`src/rtl/fan_pwm_meter.sv`:
```
// fan_pwm_meter: receive side of the fan PWM link.
// Measures period and high time of pwm_in in clk cycles and turns them into a
// duty code on the 0..2^N-1 scale. A line without rising edges for TIMEOUT
// cycles is reported as stalled, with the duty taken from the held level.
module fan_pwm_meter #(
  parameter int unsigned SYS_FREQ = 125,
  parameter int unsigned N        = 12,
  parameter int unsigned CNT_W    = 21,
  parameter int unsigned MIN_FREQ = 100
) (
  input  logic             clk,
  input  logic             reset_n,
  input  logic             pwm_in,
  output logic [N-1:0]     duty,
  output logic [CNT_W-1:0] period,
  output logic             duty_valid,
  output logic             stall,
  output logic             busy
);

  localparam int unsigned       TIMEOUT_I = SYS_FREQ * 1_000_000 / MIN_FREQ;
  localparam logic [CNT_W-1:0]  TIMEOUT   = CNT_W'(TIMEOUT_I);
  // Shortest period that is ever handed to the divider; anything shorter is
  // discarded outright rather than reported.
  localparam logic [CNT_W-1:0]  MIN_P     = CNT_W'(N + 3);
  localparam logic [CNT_W-1:0]  CNT_MAX   = '1;
  localparam int unsigned       STEP_W    = $clog2(N + 1);
  localparam logic [STEP_W-1:0] LAST_STEP = STEP_W'(N);

  typedef enum logic [1:0] {ARM, MEAS, DIV} state_t;
  state_t state_q, state_d;

  logic              sync1, sync2, lvl_d;
  logic              rise;
  logic [CNT_W-1:0]  prd_cnt, hi_cnt;
  logic [CNT_W-1:0]  p_reg;
  logic [CNT_W:0]    rem;
  logic [N-1:0]      quo;
  logic [STEP_W-1:0] step;

  logic              snap, timeout_hit, div_last;
  logic [CNT_W:0]    trial, trial_sub;
  logic              trial_ge;
  logic [N:0]        quo_next;

  // 2-FF synchronizer plus one delayed copy for rising-edge detection
  always_ff @(posedge clk or negedge reset_n) begin
    if (!reset_n) begin
      sync1 <= 1'b0;
      sync2 <= 1'b0;
      lvl_d <= 1'b0;
    end else begin
      sync1 <= pwm_in;
      sync2 <= sync1;
      lvl_d <= sync2;
    end
  end

  assign rise = sync2 & ~lvl_d;

  // Period / high-time counters, restarted at 1 on every synced rising edge
  always_ff @(posedge clk or negedge reset_n) begin
    if (!reset_n) begin
      prd_cnt <= '0;
      hi_cnt  <= '0;
    end else if (rise) begin
      prd_cnt <= CNT_W'(1);
      hi_cnt  <= CNT_W'(1);
    end else begin
      if (prd_cnt != CNT_MAX) prd_cnt <= prd_cnt + CNT_W'(1);
      if (sync2 && hi_cnt != CNT_MAX) hi_cnt <= hi_cnt + CNT_W'(1);
    end
  end

  // FSM state register
  always_ff @(posedge clk or negedge reset_n) begin
    if (!reset_n) state_q <= ARM;
    else          state_q <= state_d;
  end

  // FSM next state; a rising edge wins over a same-cycle timeout
  always_comb begin
    state_d     = state_q;
    snap        = 1'b0;
    timeout_hit = 1'b0;
    div_last    = 1'b0;
    case (state_q)
      ARM: begin
        if (rise) state_d = MEAS;
      end
      MEAS: begin
        if (rise) begin
          if (prd_cnt >= MIN_P) begin
            snap    = 1'b1;
            state_d = DIV;
          end
        end else if (prd_cnt >= TIMEOUT) begin
          timeout_hit = 1'b1;
          state_d     = ARM;
        end
      end
      DIV: begin
        if (step == LAST_STEP) begin
          div_last = 1'b1;
          state_d  = MEAS;
        end
      end
      default: state_d = ARM;
    endcase
  end

  // One restoring-division step: step 0 compares H itself, later steps shift
  always_comb begin
    trial     = (step == '0) ? rem : {rem[CNT_W-1:0], 1'b0};
    trial_ge  = (trial >= {1'b0, p_reg});
    trial_sub = trial - {1'b0, p_reg};
    quo_next  = {quo, trial_ge};
  end

  // Divider datapath: load snapshot on a rising edge, iterate while in DIV
  always_ff @(posedge clk or negedge reset_n) begin
    if (!reset_n) begin
      p_reg <= '0;
      rem   <= '0;
      quo   <= '0;
      step  <= '0;
    end else if (snap) begin
      p_reg <= prd_cnt;
      rem   <= {1'b0, hi_cnt};
      quo   <= '0;
      step  <= '0;
    end else if (state_q == DIV) begin
      rem   <= trial_ge ? trial_sub : trial;
      quo   <= quo_next[N-1:0];
      step  <= step + STEP_W'(1);
    end
  end

  // Result registers; held between updates, strobe for exactly one cycle
  always_ff @(posedge clk or negedge reset_n) begin
    if (!reset_n) begin
      duty       <= '0;
      period     <= '0;
      duty_valid <= 1'b0;
      stall      <= 1'b1;
    end else begin
      duty_valid <= 1'b0;
      if (div_last) begin
        // Q can only reach 2^N when H == P; clamp to full scale
        duty       <= quo_next[N] ? {N{1'b1}} : quo_next[N-1:0];
        period     <= p_reg;
        stall      <= 1'b0;
        duty_valid <= 1'b1;
      end else if (timeout_hit) begin
        duty       <= {N{sync2}};
        period     <= '0;
        stall      <= 1'b1;
        duty_valid <= 1'b1;
      end
    end
  end

  assign busy = (state_q == DIV);

endmodule
```
`config.mk`:
```
export PLATFORM = sky130hd
export DESIGN_NAME = fan_pwm_meter
export DESIGN_NICKNAME = d
export VERILOG_FILES = /design/src/rtl/fan_pwm_meter.sv
export SDC_FILE = /design/constraint.sdc
export NUM_CORES = 1
export LEC_CHECK = 0
export ABC_AREA = 1
export CAP_MARGIN = 25
export CORE_MARGIN = 1
export CORE_UTILIZATION = 40
export CTS_CLUSTER_DIAMETER = 200
export CTS_CLUSTER_SIZE = 30
export DETAILED_ROUTE_END_ITERATION = 8
export HOLD_SLACK_MARGIN = 0.03
export PLACE_DENSITY = 0.61
export SYNTH_ARGS = -nofsm -noshare
export SYNTH_HDL_FRONTEND = slang
export SYNTH_SLANG_ARGS = --single-unit
```
`constraint.sdc`:
```
create_clock -name clk -period 5.3 [get_ports clk]
set_input_delay 1.59 -clock clk [delete_from_list [all_inputs] [get_ports clk]]
set_output_delay 1.59 -clock clk [all_outputs]
set_load 0.02 [all_outputs]
```
# Word-level counts from Yosys, hierarchy flattened
# Index checks and enable logic that the tools add are counted.
[totals]
in_bits = 3
regBits = 141
out_inout_bits = 36
[classes]
n_lt_le_gt_ge = 3
n_eq_ne = 9
bitwise_logic = 2
n_mux = 35
addsub = 4
reduce_logical = 8
[op_table]
columns = ["cell", "n"]
rows = [
  ["21-bit two-way mux", 6],
  ["22-bit two-way mux", 4],
  ["12-bit two-way mux", 5],
  ["21-bit by 1-bit adder with 21-bit output (second input constant)", 2],
  ["21-bit inequality test (second input constant)", 2],
  ["22-bit by 21-bit greater-or-equal comparator with 1-bit output", 1],
  ["22-bit by 21-bit subtractor with 22-bit output", 1],
  ["21-bit greater-or-equal comparator (second input constant)", 1],
  ["21-bit by 4-bit greater-or-equal comparator with 1-bit output (second input constant)", 1],
  ["1-bit two-way mux", 12],
  ["2-bit two-way mux", 5],
  ["4-bit two-way mux", 2],
  ["2-bit nonzero test", 4],
  ["3-bit inequality test (second input constant)", 2],
  ["2-bit case mux with 3 select lines", 1],
  ["4-bit by 1-bit adder with 4-bit output (second input constant)", 1],
  ["4-bit == test (second input constant)", 1],
  ["4-bit zero test", 1],
  ["4-bit AND reduction", 1],
  ["2-bit by 1-bit == test with 1-bit output (second input constant)", 1],
  ["2-bit == test (second input constant)", 1],
  ["2-bit zero test", 1],
  ["2-bit by 1-bit inequality test with 1-bit output (second input constant)", 1],
  ["2-bit inequality test (second input constant)", 1],
  ["3 further kinds", 3],
]

# Longest topological paths before layout
# Gate-level depths: netlist of the first run.
[depth]
word_depth = 6
ltp_mapped = 22

# Least setup slack after synthesis of the first run
# Ideal clock, no wire load.
[synth_timing]
path_type = "flip-flop to flip-flop"
start = "register step[0]"
end = "register rem[16]"
stages_incl_launch_ff = 19
t_required_ns = 5.183
arrival_time_ns = 2.654
period_less_slack_ns = 2.770
setup_time_ns = 0.117
slack_ns = 2.530
n_path_buf = 3
path_cell_list = "dfrtp_1 inv_1 ha_1 nand2_2 buf_6 clkbuf_1 o21ai_0 fa_1 nand2_1 nand3_2 nand2_1 nand2_2 nand2_4 inv_2 nor2_8 buf_6 nand2_1 nand3_1 nand2_1"
[synth_between]
elab_chain_len = 6
elab_cells_between_ends = 7
cone_classes = "add/sub (1); order compare (1); mux (4); reduce/logical (1)"
[synth_lines]
columns = ["item", "line", "rtl"]
rows = [
  ["from (decl)", "39", "logic [STEP_W-1:0] step;"],
  ["from (signal assigned)", "135", "step <= step + STEP_W'(1);"],
  ["4-bit zero test *", "114", "trial = (step == '0) ? rem : {rem[CNT_W-1:0], 1'b0};"],
  ["22-bit two-way mux *", "114", ""],
  ["22-bit by 21-bit subtractor with 22-bit output / 22-bit by 21-bit greater-or-equal comparator with 1-bit output (equally long branches)", "116, 115", ""],
  ["22-bit two-way mux *", "133", "rem <= trial_ge ? trial_sub : trial;"],
  ["22-bit two-way mux *", "132", "end else if (state_q == DIV) begin"],
  ["22-bit two-way mux *", "127", "end else if (snap) begin"],
  ["to (signal assigned)", "129", "rem <= {1'b0, hi_cnt};"],
  ["to (signal assigned)", "133", ""],
  ["to (decl)", "37", "logic [CNT_W:0] rem;"],
]
# Mark *: on every way between the ends. The rest lies on a longest branch, timed or not. The select of a mux whose other input is x is not followed.
# A chain may end at the register's enable or synchronous reset.

# Final worst setup path of the first run
[layout_timing]
start = "register step[0]"
end = "register rem[18]"
# Same word-level chain as after synthesis.

==> flow_summary_export.csv, run 1 <==
group,metric,value,unit
outcome,status,"complete, no violations",
sta,rsz0062_at_grt,"false",
sta,clock-skew-final,12.3,ps
clocking,clk_latency,440,ps
worst_setup_path,cp.depth,18,
floorplan,dieHeight,151,um
sta,setup_viol,0,
synthesis,synthTopCellsByArea,"dfrtp_1 (40%), nand2_1 (13%), inv_1 (8.9%)",
synthesis,synth_nets,1269,
power_and_ir_drop,ir_worst_vdd,0.000379,V
clocking,clkTransAtPathRegs,70,ps
synthesis,synth_cells,1239,
layout,antennaDiodeCount,0,
worst_setup_path,r2r-end,"rem[18]",
worst_setup_path,cp.arrival,4150,ps
floorplan,die-area,22800,um2
worst_setup_path,reg2reg_depth,18,
global_route,grt_overflow,0,
synthesis,yosysSeqAreaShare,39.8,%
synthesis,synth_warnings,0,
floorplan,start_util,40.7,%
worst_setup_path,path_max_fanout,38,
sta,max_freq,0.261,GHz
worst_setup_path,r2r_setup_slack,1470,ps
sta,slew_headroom,37.8,%
sta,tightest_slew,929,ps
floorplan,dieWidth,151,um
global_route,grt_max_degree,92,
layout,largest-register,"rem",
synthesis,synth_flop_cell,"dfrtp_1",
placement,dp_hpwl,18400,um
synthesis,synth_cell_types,44,
global_route,grt_pass1_wl,40600,um
worst_setup_path,cp_common_cell,"nand2_1",
sta,slew_violations,0,
worst_setup_path,critPathMaxStageDelay,500,ps
global_route,grt_pass1_vias,7629,
clocking,holdBufCountCts,0,
detailed_routing,ant_nets,0,
placement,gp_congestion,0.926,
clocking,cts_max_level,4,
layout,largest_reg_flops,22,
power_and_ir_drop,leakage,4.77,nW
clocking,clock_path_buffers,2,
synthesis,synth_top_cell_by_area,"dfrtp_1",
floorplan,pin_count,39,
worst_setup_path,critPathSlowestCell,"nand2_2",
clocking,root_buffer,"clkbuf_16",
sta,setup_tns,0,ps
synthesis,syn_area,8860,um2
layout,nNetsFinal,1292,
sta,hold_viol_final,0,
detailed_routing,drc,0,
power_and_ir_drop,powerDensity,581,nW/um2
clocking,post_cts_buffers,0,
worst_hold_path,hold-path-cell-count,0,
worst_setup_path,critical_path_class,"flip-flop to flip-flop",
global_route,track_usage,23.5,%
floorplan,coreArea,21800,um2
global_route,antenna_found_initial,0,
floorplan,num_rows,54,
synthesis,synth_edf_count,0,
worst_setup_path,cp_data_required_time,5620,ps
sta,post-route-period-util,72.3,%
worst_setup_path,cpLargestDelayFamily,"simple AND/OR/NAND/NOR gates",
clocking,clock_sinks,141,
synthesis,synth_seq_cells,141,
power_and_ir_drop,total_power,5.82,mW
clocking,cts_inserted_buffers,17,
worst_setup_path,crit_chain,"inv_1 -> ha_1 -> nand2_2 -> inv_1 -> nand2_1 -> ha_1 -> inv_1 -> fa_1 -> nand2_1 -> nand3_2 -> nand2_1 -> nand2_2 -> nand2_4 -> nand3_2 -> nand2_1 -> nand2_1 -> nand2_1 -> nand2_1",
worst_hold_path,hp-class,"flip-flop to flip-flop",
detailed_routing,drt_pre_antenna_iters,7,
detailed_routing,avgRoutedWirePerCell,16.1,um
worst_setup_path,setup.worst_path.start_class,"flip-flop",
detailed_routing,drt_wl_total,25000,um
clocking,post_cts_resized,0,
layout,drive_gt1_share,6.90,%
worst_hold_path,min_to,"sync2",
synthesis,syn_area_per_cell,7.15,um2
layout,area_growth,13.0,%
detailed_routing,via_per_inst,5.19,
synthesis,synthArstFlopShare,100,%
synthesis,yosysMostFrequentCell,"nand2_1",
detailed_routing,vias,8074,
synthesis,synthTopCellsByCount,"nand2_1 (317), inv_1 (210), dfrtp_1 (140)",
synthesis,synth_top_cell_area_share,39.5,%
worst_setup_path,crit_buf_inv,3,
worst_setup_path,reg2reg_from,"step[0]",
sta,layout_min_cycle_time,3830,ps
detailed_routing,drtIter0Drc,526,
worst_setup_path,endpoint_kind,"flip-flop",
worst_hold_path,min_from,"sync1",
placement,port_buffers,38,
job,maxCapViolCount,0,
clocking,cts_tree,"yes",
[kinds of logic (layout without fill, tap and decap cells)]
logic type	count (synthesis)	count (layout)	share of synthesized area (%)
AO/OA/AOI/OAI	199	199	12.5
XOR/XNOR	21	21	2.08
adder cells (fa/ha/maj)	27	27	3.90
buffers and inverters	259	295	11.8
flip-flops	141	141	39.8
AND/OR/NAND/NOR	592	592	29.9
[layout make-up]
cell class,count,area [um2]
clock inverter,13,144
clock buffer,19,453
tap,280,350
inverter,219,822
fill,2258,11700
sequential,141,3530
multi-input combinational,839,4290
timing repair buffer,44,427
[how the worst max path moves through the flow]
stage                     endpoint  slack, ps     from
after floorplan            rem[16]       2530  step[0]
after global placement     rem[17]       1620  step[0]
after detailed placement   rem[18]       1540  step[0]
after CTS                  rem[18]       1490  step[0]
after global routing       rem[17]       1110  step[0]
final                      rem[18]       1470  step[0]
[metal layers]
metal | routed length, um | global-route usage, %
met1 | 12300 | 34.2
met2 | 10900 | 35.3
met3 | 1210 | 3.01
met4 | 588 | 8.85
met5 | 0 | 0
[per-stage QoR]
step	utilization, %	cells	cell area (um2)	worst slack [ps]	hold slack [ps]
2_1_floorplan	-	1239	8860	2530	331
3_3_place_gp	43.3	1523	9420	1620	336
3_5_place_dp	43.3	1523	9420	1540	339
4_1_cts	46.0	1555	10000	1490	354
5_1_grt	46.0	1555	10000	1110	369
6_report	46.0	1555	10000	1470	352
[power breakdown]
| part | switching, mW | internal (mW) |
|---|---|---|
| Sequential | 0.0749 | 1.17 |
| Combinational | 2.29 | 1.06 |
| Clock | 0.532 | 0.694 |
[cell usage in the layout (no fill, tap or decap), drive strengths merged]
master / instances
nand2: 329
inv: 228
dfrtp: 140
o21ai: 116
nand3: 101
nor2: 93
a21oi: 40
clkdlybuf4s50: 37
nand4: 31
o22ai: 28
nor3: 28
ha: 26
clkbuf: 19
xor2: 11
xnor2: 10
buf: 7
o31ai: 5
nor4: 5
nand3b: 3
a31oi: 3
clkinv: 3
a211oi: 2
or2: 2
o21bai: 2
a41oi: 1
o211ai: 1
o221ai: 1
fa: 1
bufinv: 1
dfstp: 1
No activity file was read; power rests on OpenSTA's default activity.
==> run 2: changes to the inputs <==
--- a/config.mk
+++ b/config.mk
@@ -13,7 +13,7 @@
 export CTS_CLUSTER_SIZE = 30
 export DETAILED_ROUTE_END_ITERATION = 8
 export HOLD_SLACK_MARGIN = 0.03
-export PLACE_DENSITY = 0.61
+export PLACE_DENSITY = 0.63
 export SYNTH_ARGS = -nofsm -noshare
 export SYNTH_HDL_FRONTEND = slang
 export SYNTH_SLANG_ARGS = --single-unit
==> constraint.sdc (replaced) <==
create_clock -name clk -period 3.5 [get_ports clk]
set_input_delay 1.05 -clock clk [delete_from_list [all_inputs] [get_ports clk]]
set_output_delay 1.05 -clock clk [all_outputs]
set_load 0.02 [all_outputs]
==> run 2 against run 1 <==
Net effect:
- power up 52%
- largest power group unchanged
- wire length up 1.8%
- via count grew 1.5%
- largest cell class unchanged
- highest routed layer unchanged
- clock skew is 0.58 ps lower
- worst hold slack got worse by 3.7 ps
- fmax is 18% higher
- critical endpoint is now rem[20]
==> flow_summary_export.csv, run 2 (synthesis gave the netlist of run 1 again) <==
group,metric,value,unit
worst_setup_path,reg2reg_depth,19,
sta,setup_tns,0,ps
worst_setup_path,reg2reg_from,"step[0]",
clocking,root_buffer,"clkbuf_16",
global_route,grt_pass1_wl,40900,um
global_route,track_usage,23.7,%
placement,port_buffers,38,
placement,gp_congestion,0.964,
power_and_ir_drop,switchingPower,4.42,mW
power_and_ir_drop,seq_power_share,21.3,%
worst_setup_path,endpoint_kind,"flip-flop",
worst_setup_path,crit_buf_inv,5,
sta,hold_viol_final,0,
layout,area_growth,13.8,%
layout,fillCellCount,2255,
sta,slew_headroom,56.9,%
detailed_routing,vias,8192,
clocking,clk_latency,440,ps
detailed_routing,drt_pre_antenna_iters,5,
power_and_ir_drop,clockPowerShare,19.3,%
worst_setup_path,setup.worst_path.start_class,"flip-flop",
floorplan,dieWidth,151,um
worst_setup_path,cp_common_cell,"nand2_1",
clocking,cts_tree,"yes",
sta,setup_viol,0,
floorplan,num_rows,54,
worst_hold_path,min_from,"sync1",
job,maxCapViolCount,0,
layout,antennaDiodeCount,0,
layout,drive_gt1_share,7.77,%
floorplan,coreArea,21800,um2
sta,tightest_slew,647,ps
floorplan,die-area,22800,um2
clocking,clkTransAtPathRegs,60,ps
worst_setup_path,critical_path_class,"flip-flop to flip-flop",
detailed_routing,avgRoutedWirePerCell,16.2,um
worst_setup_path,crit_chain,"inv_1 -> ha_1 -> nand2_2 -> buf_4 -> o21ai_0 -> ha_1 -> nand2_1 -> inv_1 -> nand2_1 -> inv_1 -> a21oi_1 -> nand2_2 -> nand2_4 -> inv_2 -> nor2_8 -> nand2_1 -> nand2_1 -> nand2_1 -> nand2_1",
power_and_ir_drop,p_comb_share,59.4,%
worst_setup_path,r2r-end,"rem[20]",
worst_setup_path,cp.arrival,3630,ps
sta,rsz0062_at_grt,"false",
worst_setup_path,r2r_setup_slack,250,ps
clocking,cts_inserted_buffers,17,
sta,max_freq,0.307,GHz
layout,largest_reg_flops,22,
global_route,grt_overflow,0,
worst_hold_path,hp-class,"flip-flop to flip-flop",
power_and_ir_drop,leakage,4.79,nW
power_and_ir_drop,ir_worst_vdd,0.000531,V
worst_setup_path,cpLargestDelayFamily,"simple AND/OR/NAND/NOR gates",
worst_setup_path,cp_data_required_time,3870,ps
global_route,grt_pass1_vias,7579,
layout,largest-register,"rem",
sta,finalWorstSetupSlack,245,ps
clocking,clock_path_buffers,2,
worst_hold_path,min_to,"sync2",
layout,most-common-layout-cells,"nand2_1 (317), inv_1 (210), dfrtp_1 (140)",
detailed_routing,drt_wl_total,25400,um
sta,clock-skew-final,11.7,ps
worst_setup_path,critPathSlowestCell,"dfrtp_1",
detailed_routing,via_per_inst,5.23,
worst_setup_path,critPathMaxStageDelay,400,ps
outcome,status,"complete, no violations",
global_route,grt_max_degree,72,
power_and_ir_drop,netSwitchingFraction,49.9,%
global_route,antenna_found_initial,0,
clocking,holdBufCountCts,0,
sta,holdWs,349,ps
sta,layout_min_cycle_time,3250,ps
worst_setup_path,path_max_fanout,19,
power_and_ir_drop,internal-power,4.43,mW
power_and_ir_drop,powerDensity,878,nW/um2
layout,final_common_cell,"nand2_1",
sta,post-route-period-util,93.0,%
sta,slew_violations,0,
floorplan,start_util,40.7,%
floorplan,pin_count,39,
clocking,clock_sinks,141,
placement,dp_slack,208,ps
worst_hold_path,hold-path-cell-count,0,
clocking,cts_max_level,4,
placement,dp_hpwl,19100,um
layout,nNetsFinal,1304,
detailed_routing,drtIter0Drc,754,
floorplan,dieHeight,151,um
detailed_routing,drc,0,
detailed_routing,ant_nets,0,
[run 2: through the flow]
stage                     utilization [%]  instance area, um2  std cells  power, mW
after global placement               43.7                9500       1532       7.06
after CTS                            46.2               10000       1564       8.77
after floorplan                         -                8860       1239       5.87
after global routing                 46.3               10100       1567       9.58
final                                46.3               10100       1567       8.85
after detailed placement             43.7                9500       1532       7.02
[run 2: cell type report]
| class | instances | area (um2) | area share, % |
|---|---|---|---|
| Clock buffer | 19 | 443 | 4.39 |
| Clock inverter | 13 | 106 | 1.06 |
| Inverter | 219 | 822 | 8.16 |
| Multi-Input combinational cell | 839 | 4300 | 42.7 |
| Sequential cell | 141 | 3530 | 35.0 |
| Tap cell | 280 | 350 | 3.48 |
| Timing Repair Buffer | 56 | 529 | 5.25 |
[run 2: power groups by stage]
stage | combinational [mW] | clock (mW) | sequential, mW
5_1_grt | 5.88 | 1.81 | 1.89
3_3_place_gp | 5.16 | 0 | 1.90
3_5_place_dp | 5.11 | 0 | 1.90
2_1_floorplan | 4.01 | 0 | 1.87
6_report | 5.26 | 1.71 | 1.88
4_1_cts | 5.15 | 1.74 | 1.88
[run 2: what timing repair did]
action,in CTS,in global routing
resized for setup,0,4
buffers inserted,0,3
endpoints found under the setup margin,0,17
[run 2: worst max path at each step]
stage	depth (start not counted)	from	end	slack, ps
after floorplan	18	step[0]	rem[16]	730
after global placement	17	step[0]	rem[1]	260
after detailed placement	18	step[0]	rem[7]	210
after CTS	17	step[0]	rem[7]	190
after global routing	17	step[0]	rem[7]	5
final	19	step[0]	rem[20]	250
[run 2: metal layers]
metal | global-route usage [%] | vias to the layer above | part of all wire [%]
met1 | 34.5 | 3833 | 48
met2 | 34.9 | 263 | 44
li1 | - | 4056 | -
met3 | 4.73 | 40 | 5.7
met4 | 7.95 | 0 | 2.6
met5 | 0 | - | 0
==> run 3: changes to the inputs <==
--- a/config.mk
+++ b/config.mk
@@ -7,7 +7,7 @@
 export LEC_CHECK = 0
 export ABC_AREA = 1
 export CAP_MARGIN = 25
-export CORE_MARGIN = 1
+export CORE_MARGIN = 2
 export CORE_UTILIZATION = 40
 export CTS_CLUSTER_DIAMETER = 200
 export CTS_CLUSTER_SIZE = 30
==> constraint.sdc (replaced) <==
create_clock -name clk -period 3.5 [get_ports clk]
set_input_delay 0.7 -clock clk [delete_from_list [all_inputs] [get_ports clk]]
set_output_delay 0.7 -clock clk [all_outputs]
set_load 0.02 [all_outputs]
==> run 3 against run 2 <==
Net effect:
- clock power rose by 6%
- final cell count fell by 0.13%
- global-route usage fell by 1.2 points
- die area rose by 2.7%
- fmax rose by 0.30%
- utilization rose by 0.092 points
- critical endpoint is now rem[13]
- combinational power barely moved
- first-iteration DRC count rose by 3.1%
- via count rose by 0.45%
- sequential cell count did not move
==> flow_summary_export.csv, run 3 (synthesis gave the netlist of run 1 again) <==
group,metric,value,unit
outcome,status,"complete, no violations",
worst_setup_path,cp.arrival,3560,ps
placement,dpl_cell_area,9490,um2
power_and_ir_drop,leakage,4.81,nW
detailed_routing,ant_nets,0,
layout,multi_input_area,4300,um2
layout,most-common-layout-cells,"nand2_1 (317), inv_1 (210), dfrtp_1 (140)",
clocking,cts_inserted_buffers,17,
layout,largest-register,"rem",
clocking,cts_max_level,4,
layout,seq_area,3530,um2
floorplan,pin_count,39,
sta,setup_tns,0,ps
worst_setup_path,critPathMaxStageDelay,400,ps
global_route,track_usage,22.5,%
detailed_routing,drt_pre_antenna_iters,5,
clocking,clock_path_buffers,2,
power_and_ir_drop,ir_worst_vdd,0.000762,V
floorplan,die-area,23400,um2
power_and_ir_drop,powerDensity,886,nW/um2
layout,largest_reg_flops,22,
clocking,clk_latency,430,ps
detailed_routing,drt_wl_total,25700,um
detailed_routing,drtIter0Drc,777,
sta,rsz0062_at_grt,"false",
clocking,clkTransAtPathRegs,70,ps
worst_setup_path,cp_data_required_time,3810,ps
detailed_routing,vias,8229,
sta,finalWorstSetupSlack,255,ps
clocking,root_buffer,"clkbuf_16",
worst_setup_path,critPathSlowestCell,"dfrtp_1",
layout,antennaDiodeCount,0,
job,maxCapViolCount,0,
placement,gp_congestion,0.950,
global_route,grt_pass1_wl,41800,um
worst_setup_path,critical_path_class,"flip-flop to flip-flop",
sta,tightest_slew,686,ps
layout,nNetsFinal,1302,
global_route,grt_pass1_vias,7790,
layout,final_common_cell,"nand2_1",
worst_setup_path,path_max_fanout,19,
power_and_ir_drop,total_power,8.95,mW
worst_setup_path,cp_common_cell,"nand2_1",
floorplan,num_rows,54,
worst_hold_path,hp-class,"primary input to asynchronous set/reset pin",
worst_setup_path,setup.worst_path.start_class,"flip-flop",
global_route,antenna_found_initial,0,
layout,fillCellCount,2205,
layout,area_growth,14.0,%
floorplan,dieWidth,153,um
clocking,holdBufCountCts,0,
layout,drive_gt1_share,7.55,%
detailed_routing,via_per_inst,5.26,
global_route,grt_overflow,0,
floorplan,coreArea,21800,um2
placement,dp_hpwl,19200,um
worst_setup_path,crit_chain,"inv_1 -> ha_1 -> nand2_4 -> buf_4 -> o21ai_0 -> ha_1 -> nand2_2 -> inv_1 -> nand2_1 -> nand2_1 -> a21oi_1 -> nand2_2 -> nand2_4 -> inv_2 -> nor2_8 -> nand2_1 -> nand3_1 -> nand2_1",
floorplan,start_util,40.7,%
worst_setup_path,reg2reg_depth,18,
sta,post-route-period-util,92.7,%
sta,slew_headroom,54.3,%
sta,clock-skew-final,10.9,ps
placement,dp_slack,58.4,ps
global_route,grt_max_degree,72,
placement,port_buffers,38,
clocking,clock_sinks,141,
layout,final_area,10100,um2
floorplan,dieHeight,153,um
worst_setup_path,endpoint_kind,"flip-flop",
sta,slew_violations,0,
sta,layout_min_cycle_time,3250,ps
sta,hold_viol_final,0,
detailed_routing,avgRoutedWirePerCell,16.4,um
clocking,cts_tree,"yes",
sta,setup_viol,0,
detailed_routing,drc,0,
sta,max_freq,0.308,GHz
==> run 3: cell count changes in the layout (fill, tap and decap cells not counted), sizes merged, moves of 2 or more <==
cell / previous run / this run
bufinv: 0 / 2
clkinvlp: 5 / 2
buf: 19 / 16
clkinv: 3 / 6
inv: 224 / 221
==> run 3: routing by layer <==
| metal | vias to the layer above | track usage, % | wire length, um |
|---|---|---|---|
| met5 | - | 0 | 0 |
| met1 | 3873 | 32.7 | 12200 |
| met4 | 0 | 7.63 | 680 |
| li1 | 4056 | - | - |
| met2 | 266 | 34.0 | 11300 |
| met3 | 34 | 4.20 | 1470 |
==> run 3: final timing paths <==
kind	from	to	slack (ps)
max	step[0]	rem[13]	250
min	reset_n	prd_cnt[4]	260
max reg2reg	step[0]	rem[13]	250
min reg2reg	sync1	sync2	350
max in group asynchronous	reset_n	hi_cnt[1]	2480
min in group clk	sync1	sync2	350
==> run 3: power breakdown <==
part           leakage, nW  internal [mW]  switching, mW
Clock                0.281           1.08          0.750
Sequential            1.94           1.77          0.110
Combinational         2.59           1.72           3.53
Total                 4.81           4.56           4.39
==> run 3: stage by stage <==
stage,hold WS [ps],std cells,util [%]
2_1_floorplan,331,1239,-
3_3_place_gp,341,1531,43.6
3_5_place_dp,336,1531,43.6
4_1_cts,284,1563,46.3
5_1_grt,313,1565,46.4
6_report,265,1565,46.4
==> run 3: cell type report <==
class                   count  share of cell area [%]
well taps                 280                    3.47
flip-flops and latches    141                    34.9
repair buffers             53                    5.05
clock inverters            12                    1.36
multi-input cells         840                    42.6
clock buffers              20                    4.42
inverters                 219                    8.14
==> run 3: critical path, delay by kind of cell, from the launching register on <==
kind / cells / cell delay [ps]
AND/OR/NAND/NOR: 10 / 1180
adder cells (fa/ha/maj): 2 / 660
AO/OA/AOI/OAI: 2 / 460
buffers and inverters: 4 / 420
flip-flops: 1 / 400
==> run 3: timing repair <==
action | in CTS | in global routing
resized for setup | 0 | 8
setup endpoints to repair | 0 | 23
setup buffers | 0 | 1
